<file path="src/rtl/tile_rom_mp.sv">
// Multi-port tile-bitmap ROM: N_CH independent read channels with 1- or 2-cycle latency.
// Define TILE_ROM_BLINK_EN to make the hit tile (2) invert every BLINK_DIV frame ticks.
module tile_rom_mp #(
  parameter int N_CH      = 2,
  parameter int TILE_W    = 32,
  parameter int TILE_H    = 16,
  parameter int N_TILES   = 4,
  parameter int LATENCY   = 2,
  parameter int BLINK_DIV = 30,
  localparam int TW = $clog2(N_TILES + 1),
  localparam int RW = $clog2(TILE_H)
) (
  input  logic                     clk,
  input  logic                     rst,
  input  logic [N_CH-1:0]          rd_en,
  input  logic [N_CH*TW-1:0]       tile_idx,
  input  logic [N_CH*RW-1:0]       row,
  input  logic                     frame_tick,
  output logic [N_CH*TILE_W-1:0]   line_out,
  output logic [N_CH-1:0]          line_valid,
  output logic [N_CH-1:0]          addr_err
);

  // Handshake: rd_en is a single-cycle request with no backpressure. Every
  // request sampled high produces exactly one line_valid pulse LATENCY cycles
  // later, in order; addr_err and line_out are meaningful only with that pulse.

  function automatic logic [TILE_W-1:0] hit_row(input int r);
    logic [TILE_W-1:0] v;
    int d;
    v = '0;
    d = (r * TILE_W) / TILE_H;
    if (d > TILE_W - 2) d = TILE_W - 2;
    for (int c = 0; c < TILE_W; c++) begin
      if (r == 0 || r == TILE_H - 1 || c < 4 || c >= TILE_W - 4 ||
          c == d || c == d + 1 || c == TILE_W - 2 - d || c == TILE_W - 1 - d)
        v[TILE_W-1-c] = 1'b1;
    end
    return v;
  endfunction

  function automatic logic [TILE_W-1:0] miss_row(input int r);
    logic [TILE_W-1:0] v;
    v = '0;
    for (int c = 0; c < TILE_W; c++) begin
      if (r == 2 || r == TILE_H - 3) begin
        if (c >= 5 && c <= TILE_W - 6) v[TILE_W-1-c] = 1'b1;
      end else if (r > 2 && r < TILE_H - 3) begin
        if ((c >= 5 && c <= 7) || (c >= TILE_W - 8 && c <= TILE_W - 6))
          v[TILE_W-1-c] = 1'b1;
      end
    end
    return v;
  endfunction

  // Row tables are constant per row index; the row input always wraps into them.
  logic [TILE_W-1:0] hit_rom  [2**RW];
  logic [TILE_W-1:0] miss_rom [2**RW];

  for (genvar g = 0; g < 2**RW; g++) begin : g_rom
    assign hit_rom[g]  = hit_row(g % TILE_H);
    assign miss_rom[g] = miss_row(g % TILE_H);
  end

  logic blink_phase;

`ifdef TILE_ROM_BLINK_EN
  localparam int CW = ($clog2(BLINK_DIV) > 8) ? $clog2(BLINK_DIV) : 8;
  logic [CW-1:0] blink_cnt;

  always_ff @(posedge clk or posedge rst) begin
    if (rst) begin
      blink_cnt   <= '0;
      blink_phase <= 1'b0;
    end else if (frame_tick) begin
      if (blink_cnt == CW'(BLINK_DIV - 1)) begin
        blink_cnt   <= '0;
        blink_phase <= ~blink_phase;
      end else begin
        blink_cnt <= blink_cnt + 1'b1;
      end
    end
  end
`else
  localparam int unused_blink_div = BLINK_DIV;
  logic unused_frame_tick;
  assign unused_frame_tick = frame_tick;
  assign blink_phase       = 1'b0;
`endif

  for (genvar k = 0; k < N_CH; k++) begin : g_ch
    logic              src_v;
    logic [TW-1:0]     src_t;
    logic [RW-1:0]     src_r;
    logic [TILE_W-1:0] src_line;
    logic              src_err;
    logic [TILE_W-1:0] out_q;
    logic              valid_q;
    logic              err_q;

    if (LATENCY == 1) begin : g_lat1
      assign src_v = rd_en[k];
      assign src_t = tile_idx[k*TW +: TW];
      assign src_r = row[k*RW +: RW];
    end else begin : g_lat2
      logic          a_v;
      logic [TW-1:0] a_t;
      logic [RW-1:0] a_r;

      always_ff @(posedge clk or posedge rst) begin
        if (rst) begin
          a_v <= 1'b0;
          a_t <= '0;
          a_r <= '0;
        end else begin
          a_v <= rd_en[k];
          if (rd_en[k]) begin
            a_t <= tile_idx[k*TW +: TW];
            a_r <= row[k*RW +: RW];
          end
        end
      end

      assign src_v = a_v;
      assign src_t = a_t;
      assign src_r = a_r;
    end

    always_comb begin
      src_line = '0;
      src_err  = 1'b0;
      if (src_t >= TW'(N_TILES)) begin
        src_err = 1'b1;
      end else if (src_t == TW'(1)) begin
        src_line = '1;
      end else if (src_t == TW'(2)) begin
        src_line = hit_rom[src_r] ^ {TILE_W{blink_phase}};
      end else if (src_t == TW'(3)) begin
        src_line = miss_rom[src_r];
      end
    end

    // Output register holds the last line between valid pulses.
    always_ff @(posedge clk or posedge rst) begin
      if (rst) begin
        out_q   <= '0;
        valid_q <= 1'b0;
        err_q   <= 1'b0;
      end else begin
        valid_q <= src_v;
        if (src_v) begin
          out_q <= src_line;
          err_q <= src_err;
        end
      end
    end

    assign line_out[k*TILE_W +: TILE_W] = out_q;
    assign line_valid[k]                = valid_q;
    assign addr_err[k]                  = err_q;
  end

endmodule

</file>
<file path="config.mk">
export PLATFORM = sky130hd
export DESIGN_NAME = tile_rom_mp
export DESIGN_NICKNAME = d
export VERILOG_FILES = /design/src/rtl/tile_rom_mp.sv
export SDC_FILE = /design/constraint.sdc
export NUM_CORES = 1
export LEC_CHECK = 0
export BUFFER_PORTS_ARGS = -buffer_cell sky130_fd_sc_hd__buf_2
export CORE_MARGIN = 3
export CORE_UTILIZATION = 54
export DETAILED_ROUTE_END_ITERATION = 10
export PLACE_DENSITY = 0.95
export SYNTH_ARGS = -nofsm -noshare
export SYNTH_HDL_FRONTEND = slang
export SYNTH_SLANG_ARGS = --single-unit
</file>
<file path="constraint.sdc">
create_clock -name clk -period 3.44 [get_ports clk]
set_clock_uncertainty 0.1 [all_clocks]
set_input_delay 0.688 -clock clk [delete_from_list [all_inputs] [get_ports clk]]
set_output_delay 0.688 -clock clk [all_outputs]
set_load 0.1 [all_outputs]
</file>
After elaboration in Yosys (flattened, before gate mapping)
Memory sizes are Yosys's and may differ from the RTL's.
Index checks and enable logic that the tools add are counted.
Widths: inputs -> output; s select.
{"block": "totals", "regBits": 84, "latch_bits": 0, "ram_bits": 0, "romBits": 2048, "inputBits": 19, "elab_cells": 46, "n_memories": 4}
{"memory": "(no name shown)", "words": 16, "width": 32, "read_ports": 1, "rd_ports_with_merged_regs": 0, "wr": 0, "line_no": "139", "text": "src_line = miss_rom[src_r];"}
{"memory": "(no name shown)", "words": 16, "width": 32, "read_ports": 1, "rd_ports_with_merged_regs": 0, "wr": 0, "line_no": "137", "text": "src_line = hit_rom[src_r] ^ {TILE_W{blink_phase}};"}
{"memory": "(no name shown)", "words": 16, "width": 32, "read_ports": 1, "rd_ports_with_merged_regs": 0, "wr": 0, "line_no": "139"}
{"memory": "(no name shown)", "words": 16, "width": 32, "read_ports": 1, "rd_ports_with_merged_regs": 0, "wr": 0, "line_no": "137"}
{"block": "classes", "add_sub_neg": 0, "mul": 0, "div": 0, "n_lt_le_gt_ge": 4, "eq_ne": 6, "n_shift": 0, "muxes": 18, "n_bitwise": 2, "n_reduce_logical": 0}
{"cell": "$mux 32", "count": 16}
{"cell": "$eq 3x2->1 const B", "count": 4}
{"cell": "$ge 5x5->1 const B", "count": 2}
{"cell": "$not 4->5", "count": 2}
{"cell": "$eq 3x1->1 const B", "count": 2}
{"cell": "$ge 3x3->1 const B", "count": 2}
{"cell": "$mux 1", "count": 2}

Logic depth before layout (Yosys ltp)
Gate-level depths: netlist of run 1.
{"block": "logic_depth", "depth_word": 8, "depth_mapped": 6, "depth_no_buf": 6}

Worst setup path before layout of run 1
Ideal clock, no wire load.
{"block": "synth_timing", "kind": "flip-flop to output port", "from": "register, netlist name g_ch[0].out_q[30]", "to": "output port line_out[1]", "arrival_ns": 1.440, "slack_ns": 1.212, "stages_incl_launch_ff": 2, "cell_sequence": "dfrtp_1 -> buf_4"}
{"element": "end: declaration", "line_no": "19", "text": "output logic [N_CH*TILE_W-1:0] line_out,"}

==> results of run 1 <==
[cells by family (layout without fill, tap and decap cells)]
kind of cell,count (synthesis),in the layout,synth area share [%]
buffers and inverters,75,106,21.4
and+or+nand+nor,65,65,16.0
AOI/OAI and AO/OA,38,38,10.7
DFF,36,36,37.9
muxes,15,15,6.95
adders and majority gates,12,12,6.32
xor gates and xnor gates,2,2,0.737
[cell usage after synthesis (2+ instances only)]
cell	instances
nor2_1	12
a21oi_1	6
ha_1	12
o221ai_1	2
o311ai_0	3
mux2i_1	3
and3_1	3
mux2_2	12
buf_2	4
nor2b_1	3
nand2b_1	8
inv_1	11
nand3_1	8
nand2_1	13
dfrtp_1	36
o31ai_1	3
o211ai_1	2
buf_4	53
xor2_1	2
clkbuf_1	3
buf_6	3
nor3_1	6
o311ai_1	2
o21ai_0	10
[per-stage QoR]
step | setup slack (ps) | utilization (%) | instance area, um2 | cells | hold slack [ps]
3_5_place_dp | 1620 | 58.6 | 2410 | 316 | 395
6_report | 1460 | 60.7 | 2500 | 324 | 404
5_1_grt | 1370 | 60.7 | 2500 | 324 | 425
4_1_cts | 1430 | 60.7 | 2500 | 324 | 412
3_3_place_gp | 1700 | 58.6 | 2410 | 316 | 388
2_1_floorplan | 1210 | - | 2380 | 243 | 334
[layer usage]
layer	vias up	share of wire (%)	global-route usage [%]
li1	837	-	-
met5	-	0	0
met1	796	43	22.9
met3	7	8.5	4.71
met4	0	1.8	7.52
met2	79	47	29.0
[cell type report]
type	count	share of cell area, %
flip-flops and latches	36	36.0
well taps	50	2.50
inverters	12	1.80
clock buffers	8	3.60
repair buffers	86	17.3
multi-input cells	132	38.7
[power by group]
group          total (W)  switching [W]  internal, W
Clock           0.000299       0.000136     0.000163
Sequential      0.000546      0.0000761     0.000470
Combinational    0.00108       0.000932     0.000149
[flip-flops by register name (all words and copies together) (netlist names)]
name and flops:
g_ch.g_lat2.a_v 2, g_ch.valid_q 2, g_ch.out_q 16, g_ch.g_lat2.a_r 8
g_ch.g_lat2.a_t 6, g_ch.err_q 2
[cell usage in the layout, fill, tap and decap left out, drive strengths merged, types with 7 or more instances in the layout]
cell type and instances:
clkbuf 8, nor3 7, ha 12, nor2 12, nand3 8, inv 11, buf 86, nand2b 9
dfrtp 36, mux2 12, a21oi 7, nand2 13, o21ai 12
[worst paths after layout]
check | endpoint | cells after the start
min in group clk | g_ch[0].out_q[27] | 1
setup / recovery | line_out[31] | 1
hold reg to reg | g_ch[0].out_q[27] | 1
max in group asynchronous | g_ch[0].g_lat2.a_r[2] | 3
setup reg to reg | g_ch[1].out_q[19] | 6
hold / removal | g_ch[1].g_lat2.a_t[1] | 2
==> impl_results.md, run 1 <==
* Skew-Pair Late Insertion Delay at 290 ps
* Critical path class: reg2out
* Pre-Repair DR Iteration Count at 4
* Worst hold path class: in2async
* Worst Max-Slew Pin Slew at 709 ps
* Worst-path cell chain: buf_2
* Clock Root Buffer: clkbuf_8
* Post-route ant nets at 0
* Clk buf depth at 2
* Total CTS buffers at 5
* Initial detailed-routing violation count at 72
* Fin crit share at 57.4%
* DRC Markers at 0
* RR Startpoint: g_ch[1].g_lat2.a_r[0]
* H-tree depth at 2
* CP Data Required Time at 2650 ps
* Footprint of the multi-input gates at 968 um2
* Routed via count at 1719
* # IOs at 87
* Final Hold Fails at 0
* Grt total ovfl at 0
* Final min period at 1980 ps
* Final Max Tran Viols at 0
* Clk sink count at 36
* Reg area at 901 um2
* Post-Syn Instances at 243
* Number of flops mapped to enable cells by yosys at 0
* Synth async-reset ratio at 100%
* Total power at 0.00193 W
* Mapped cell area at 2380 um2
* Syn Nets at 274
* WL final at 4.51 mm
* RSZ-0062 raised after global routing: false
* Largest net degree at the start of global routing at 20
* Final nets at 304
* CTS tree: built
* R2R Setup Slk at 1570 ps
* Total Routing Usage GR at 18.0%
* Layout cells sized above 1 at 40.9%
* Die area at 5230 um2
* Gpl congestion at 0.903
* Setup violators final at 0
* Seq cells post-synth at 36
* First-pass GRT wire length at 7.32 mm
* Crit. End Element: output pin
* Synth unique cells at 47
* Clock slew at reported path FFs at 70 ps
* Crit-path max FO at 9
* Status: complete, no violations
* PD cells at 771 nW/um2
* CP top delay family: buffers and inverters
* Post-CTS Setup Inserts at 0
* Leading area contributor after synthesis: dfrtp_1
* Syn. warnings at 0
* Area grow syn2layout at 5.16%
* Top FF cell, synth: dfrtp_1
* Wire length per cell at 13.9 um
* MaxCap Viol Count at 0
* DP HPWL at 3.48 mm
* Post-CTS sizing at 0
* Max-slew headroom at 52.7%
* Synth top area share at 37.9%
* Filler Cell Count at 364
* Chip height at 72.4 um
* TNS Setup at 0 ps
* I/O Buffers at 85
* Fmax at 0.506 GHz
* Initial Util at 57.8%
* Inserted Diodes at 0
* Vias in the first global route at 1527
* Die Width at 72.4 um
* Mapped Avg Cell Area at 9.78 um2
* Vias/cell at 5.31
* Leak at 1.31 nW
* CP Data Arrival Time at 1190 ps
* Core area at 4120 um2
* Initial antenna violation count at 0
* Row cnt at 23
* Main area contributors after synthesis: dfrtp_1 38%, buf_4 17%, ha_1 6.3%
* CP startpoint: g_ch[0].out_q[30]
* VDD IR max at 0.268 mV
* Slowest-stage cell, CP: buf_2
* Register area share after synthesis at 37.9%
* CP bufs+invs at 1
* Crit-path max cell delay at 460 ps
* Setup crit start kind: register
* Cts hold-fix bufs at 0
(Power assumes the default switching activity.)
==> inputs of run 2 (changes only) <==
Settings changed: CORE_UTILIZATION 54 to 50, PLACE_DENSITY 0.95 to 0.9.
Clock period 3.44 ns to 1.9 ns, I/O delays scaled along.
==> run 2 against run 1 <==
Final cell count is 1.5% higher; register-to-register slack worse by 1400 ps; combinational power is 83% higher; worst hold slack worse by 320 ps; global-route usage is 2.0 points lower; sequential share of layout area is 0.33 points lower; routed wire length is 0.71% lower; count of clock-buffer cells in the layout stayed put; first-iteration DRC count is 100% higher; critical endpoint is now g_ch[0].out_q[19]; largest cell class unchanged.
==> impl_results.md, run 2 (synthesis gave the netlist of run 1 again) <==
* Post-CTS Setup Inserts at 0 (unchanged)
* RR Endpoint: g_ch[0].out_q[19] (was g_ch[1].out_q[19])
* Final Max Tran Viols at 0 (unchanged)
* Most frequent cells in the layout: 85 x buf_2, 34 x dfrtp_1, 13 x nand2_1, 12 x mux2_2, 12 x nor2_1 (was 85 x buf_2, 36 x dfrtp_1, 13 x nand2_1)
* Worst hold path class: in2async (unchanged)
* Layout cells sized above 1 at 42.6% (was 40.9%)
* Post-route ant nets at 0 (unchanged)
* Comb pwr share at 56.2% (was 56.1%)
* Fin crit share at 89.2%
* RSZ-0062 raised after global routing: false (unchanged)
* Initial antenna violation count at 0 (unchanged)
* Skew-Pair Late Insertion Delay at 280 ps (was 290 ps)
* Chip height at 75.0 um (was 72.4 um)
* Row cnt at 24 (was 23)
* Clock Power Share at 15.8% (was 15.5%)
* Net Sw Power at 0.00209 W (was 0.00114 W)
* Vias/cell at 5.26 (was 5.31)
* CP Data Arrival Time at 1780 ps (was 1190 ps)
* Critical path class: reg2reg (was reg2out)
* H-tree depth at 2 (unchanged)
* WL final at 4.48 mm (was 4.51 mm)
* Non-Filler Instances at 329 (was 324)
* Fmax at 0.590 GHz
* Slowest-stage cell, CP: dfrtp_1 (was buf_2)
* Crit-path max FO at 8 (was 9)
* CTS tree: built (unchanged)
* Crit-path max cell delay at 470 ps (was 460 ps)
* RR Startpoint: g_ch[0].g_lat2.a_r[1] (was g_ch[1].g_lat2.a_r[0])
* Wire length per cell at 13.6 um (was 13.9 um)
* Initial Util at 53.1% (was 57.8%)
* Clock slew at reported path FFs at 70 ps (about the same)
* I/O Buffers at 85 (unchanged)
* DRC Markers at 0 (unchanged)
* Crit. End Element: register (was output pin)
* Largest net degree at the start of global routing at 37 (was 20)
* Pint at 0.00143 W (was 0.000782 W)
* Setup violators final at 0 (unchanged)
* Clk sink count at 36 (unchanged)
* Reg2reg path depth at 6 (unchanged)
* Final nets at 307 (was 304)
* First-pass GRT wire length at 6.97 mm (was 7.32 mm)
* Core area at 4470 um2 (was 4120 um2)
* # IOs at 87 (unchanged)
* Commonest non-fill, non-tap cell in the layout: buf_2 (unchanged)
* Leak at 1.32 nW (was 1.31 nW)
* Final worst slack at 205 ps (was 1460 ps)
* R2R Setup Slk at 200 ps (was 1570 ps)
* Worst Max-Slew Pin Slew at 499 ps (was 709 ps)
* Total Routing Usage GR at 16.0% (was 18.0%)
* VDD IR max at 0.543 mV (was 0.268 mV)
* Flop pwr share at 28.0% (was 28.4%)
* Clock Root Buffer: clkbuf_8 (unchanged)
* MaxCap Viol Count at 0 (unchanged)
* Die Width at 75.0 um (was 72.4 um)
* Die area at 5620 um2 (was 5230 um2)
* Setup crit start kind: register (unchanged)
* Reg with most FFs: g_ch.out_q (unchanged)
* Switching share of power at 59.4% (about the same)
* Area grow syn2layout at 6.42% (was 5.16%)
* Pre-CTS WS at 109 ps (was 1620 ps)
* Routed via count at 1730 (was 1719)
* Inserted Diodes at 0 (unchanged)
* Gpl congestion at 0.851 (was 0.903)
* DP HPWL at 3.46 mm (was 3.48 mm)
* Worst-path cell chain: inv_1, ha_1, nor2_1, nor4_4, a21oi_1, o311ai_1 (was buf_2)
* Biggest regs: g_ch.out_q (16), g_ch.g_lat2.a_r (8), g_ch.g_lat2.a_t (6) (unchanged)
* Final Hold Fails at 0 (unchanged)
* Vias in the first global route at 1469 (was 1527)
* PD cells at 1390 nW/um2 (was 771 nW/um2)
* Max reg flops at 16 (unchanged)
* Max-slew headroom at 67.0% (was 52.7%)
* Final min period at 1700 ps
* Clk buf depth at 2 (unchanged)
* TNS Setup at 0 ps (unchanged)
* Hold WS at 79.4 ps (was 404 ps)
* Pre-Repair DR Iteration Count at 4 (unchanged)
* Placed cells at 321 (was 316)
* Total CTS buffers at 5 (unchanged)
* CP Data Required Time at 1980 ps (was 2650 ps)
* Initial detailed-routing violation count at 144 (was 72)
* Grt total ovfl at 0 (unchanged)
* Status: complete, no violations (unchanged)
-- run 2: power by group through the flow --
| stage | Clock, W | Sequential (W) | Combinational, W |
|---|---|---|---|
| after global routing | 0.000584 | 0.00100 | 0.00204 |
| final | 0.000554 | 0.000982 | 0.00198 |
| after floorplan | 0 | 0.00129 | 0.00163 |
| after CTS | 0.000561 | 0.000982 | 0.00198 |
| after global placement | 0 | 0.000986 | 0.00196 |
| after detailed placement | 0 | 0.000996 | 0.00198 |
-- run 2: cell type report --
cell class / instances / area [um2]
fillers: 393 / 1940
repair buffers: 89 / 455
multi-input cells: 132 / 971
clock buffers: 8 / 90.1
inverters: 12 / 45.0
flip-flops and latches: 36 / 903
well taps: 52 / 65.1
-- run 2: repair_timing --
action / 4_1_cts / 5_1_grt
hold buffers: 0 / 0
setup endpoints to repair: 0 / 7
resized for setup: 0 / 3
-- run 2: worst max-delay path by stage --
stage,start,endpoint,cells past startpoint
floorplan,g_ch[0].out_q[25],line_out[24],1
global placement,g_ch[1].g_lat2.a_r[0],g_ch[1].out_q[19],6
detailed placement,g_ch[1].g_lat2.a_r[0],g_ch[1].out_q[19],6
CTS,g_ch[1].g_lat2.a_r[0],g_ch[1].out_q[19],6
global route,g_ch[0].g_lat2.a_r[0],g_ch[0].out_q[17],6
finish,g_ch[0].g_lat2.a_r[1],g_ch[0].out_q[19],6
-- run 2: stage by stage --
stage,power [W],area (um2),utilization (%)
final,0.00351,2530,56.5
after global routing,0.00363,2530,56.5
after CTS,0.00352,2530,56.5
after detailed placement,0.00297,2440,54.5
after global placement,0.00295,2440,54.5
after floorplan,0.00291,2380,-
-- run 2: metal layers --
layer  routed length (um)  vias up  GRT usage [%]  part of all wire (%)
li1                     -      847              -                     -
met1                 1940      801           21.9                    43
met2                 2090       75           24.9                    47
met3                  368        7           5.07                   8.2
met4                   75        0           3.75                   1.7
met5                    0        -              0                     0
-- run 2: critical path, delay by kind of cell (launching register included) --
family / cells / cell delay (ps)
AO/OA/AOI/OAI: 2 / 420
adder cells (fa/ha/maj): 1 / 150
buffers and inverters: 1 / 150
flip-flops: 1 / 470
AND/OR/NAND/NOR: 2 / 300
==> inputs of run 3 (changes only) <==
Settings changed: CORE_MARGIN 3 to default.
==> run 3 against run 2 <==
The flow now finishes with violations (DRC); highest routed layer unchanged; non-clock buffer count is the same; worst hold slack better by 9.1 ps; core utilization fell by 0.25 points.
==> impl_results.md, run 3 (synthesis gave the netlist of run 1 again) <==
* Clock Power Share at 14.4% (was 15.8%)
* WL final at 4.17 mm (was 4.48 mm)
* Area grow syn2layout at 5.95% (was 6.42%)
* Grt total ovfl at 0 (unchanged)
* Setup crit start kind: register (unchanged)
* Largest net degree at the start of global routing at 37 (unchanged)
* Max-slew headroom at 67.0% (about the same)
* Clk sink count at 36 (unchanged)
* Final Hold Fails at 0 (unchanged)
* DP HPWL at 3.18 mm (was 3.46 mm)
* Final nets at 307 (unchanged)
* Gpl congestion at 0.880 (was 0.851)
* Routed via count at 1734 (was 1730)
* Die Width at 71.0 um (was 75.0 um)
* Pre-Repair DR Iteration Count at 7 (was 4)
* Fin crit share at 87.1% (was 89.2%)
* R2R Setup Slk at 250 ps (was 200 ps)
* Inserted Diodes at 0 (unchanged)
* TNS Setup at 0 ps (unchanged)
* Setup violators final at 0 (unchanged)
* Post-CTS Setup Inserts at 0 (unchanged)
* Crit. End Element: register (unchanged)
* Flop pwr share at 28.5% (was 28.0%)
* Total CTS buffers at 5 (unchanged)
* Clk buf depth at 2 (unchanged)
* PD cells at 1370 nW/um2 (was 1390 nW/um2)
* H-tree depth at 2 (unchanged)
* Vias in the first global route at 1541 (was 1469)
* Wire length per cell at 12.7 um (was 13.6 um)
* VDD IR max at 0.530 mV (was 0.543 mV)
* Fmax at 0.604 GHz (was 0.590 GHz)
* Leak at 1.32 nW (about the same)
* Commonest non-fill, non-tap cell in the layout: buf_2 (unchanged)
* Most frequent cells in the layout: 85 x buf_2, 34 x dfrtp_1, 13 x nand2_1 (was 85 x buf_2, 34 x dfrtp_1, 13 x nand2_1, 12 x mux2_2, 12 x nor2_1)
* Layout cells sized above 1 at 42.2% (was 42.6%)
* Status: complete, but fails checks (was complete, no violations)
* Worst hold path class: in2async (unchanged)
* Core area at 4470 um2 (unchanged)
* MaxCap Viol Count at 0 (unchanged)
* RSZ-0062 raised after global routing: false (unchanged)
* Biggest regs: g_ch.out_q (16), g_ch.g_lat2.a_r (8), g_ch.g_lat2.a_t (6) (unchanged)
* Skew-Pair Late Insertion Delay at 270 ps (was 280 ps)
* Worst Max-Slew Pin Slew at 499 ps (about the same)
* Clock slew at reported path FFs at 70 ps (about the same)
* Total power at 0.00345 W (was 0.00351 W)
* Crit-path max FO at 6 (was 8)
* Critical path class: reg2reg (unchanged)
* CP Data Arrival Time at 1760 ps (was 1780 ps)
* Max reg flops at 16 (unchanged)
* Post-CTS sizing at 0 (unchanged)
* Switching share of power at 59.8% (was 59.4%)
* First-pass GRT wire length at 7.14 mm (was 6.97 mm)
* Cts hold-fix bufs at 0 (unchanged)
* Chip height at 71.0 um (was 75.0 um)
* Total Routing Usage GR at 18.2% (was 16.0%)
* Initial Util at 53.1% (unchanged)
* DRC Markers at 9 (was 0)
* Die area at 5030 um2 (was 5620 um2)
* Vias/cell at 5.27 (was 5.26)
* Post-route ant nets at 0 (unchanged)
* Final Max Tran Viols at 0 (unchanged)
* Final Util at 56.3% (was 56.5%)
* Net Sw Power at 0.00206 W (was 0.00209 W)
* Comb pwr share at 57.1% (was 56.2%)
* Initial detailed-routing violation count at 107 (was 144)
* CTS tree: built (unchanged)
* Pint at 0.00139 W (was 0.00143 W)
* CP Data Required Time at 2010 ps (was 1980 ps)
* Failing checks: DRC
* # IOs at 87 (unchanged)
* Initial antenna violation count at 0 (unchanged)
* Reg with most FFs: g_ch.out_q (unchanged)
* I/O Buffers at 85 (unchanged)
* Clock Root Buffer: clkbuf_8 (unchanged)
* Final min period at 1650 ps (was 1700 ps)
* Row cnt at 24 (unchanged)
* Filler Cell Count at 409 (was 393)
run 3: final cells by class:
class / instances / area, um2 / area share (%)
multi-input cells: 132 / 968 / 38.5
flip-flops and latches: 36 / 903 / 35.9
repair buffers: 89 / 455 / 18.1
clock buffers: 7 / 76.3 / 3.03
well taps: 52 / 65.1 / 2.58
inverters: 12 / 45.0 / 1.79
clock inverters: 1 / 5.00 / 0.199
run 3: power groups by stage:
| stage | sequential [W] | combinational, W | clock, W |
|---|---|---|---|
| 2_1_floorplan | 0.00129 | 0.00163 | 0 |
| 6_report | 0.000982 | 0.00197 | 0.000495 |
| 4_1_cts | 0.000981 | 0.00197 | 0.000507 |
| 3_3_place_gp | 0.000985 | 0.00196 | 0 |
| 5_1_grt | 0.00100 | 0.00203 | 0.000551 |
| 3_5_place_dp | 0.000995 | 0.00197 | 0 |
run 3: path summary, 6_finish.rpt:
kind                                       start               endpoint  cells past startpoint
setup / recovery           g_ch[1].g_lat2.a_r[0]      g_ch[1].out_q[19]                      6
hold / removal                               rst  g_ch[0].g_lat2.a_t[0]                      3
setup reg to reg           g_ch[1].g_lat2.a_r[0]      g_ch[1].out_q[19]                      6
hold reg to reg                g_ch[1].out_q[26]      g_ch[1].out_q[26]                      1
max in group asynchronous                    rst      g_ch[1].out_q[30]                      3
min in group clk                          row[0]  g_ch[0].g_lat2.a_r[0]                      3
run 3: stage by stage:
| stage | hold WS, ps | cells | worst slack, ps | area [um2] |
|---|---|---|---|---|
| floorplan | 311 | 243 | 46.2 | 2380 |
| global placement | 388 | 321 | 171 | 2440 |
| detailed placement | 399 | 321 | 139 | 2440 |
| CTS | 102 | 329 | 118 | 2520 |
| global route | 127 | 329 | 38.7 | 2520 |
| finish | 88.5 | 329 | 246 | 2520 |
run 3: worst max-delay path: stages (launching register included):
cell and delay, ps:
dfrtp_1 440, inv_1 160, ha_1 210, inv_1 50
o311ai_1 340, nand4_1 170, nand3_1 110
run 3: per-layer routing:
layer | track usage (%) | wire (um)
met1 | 24.5 | 1980
met2 | 28.2 | 1890
met3 | 3.56 | 220
met4 | 8.89 | 77
met5 | 0 | 0
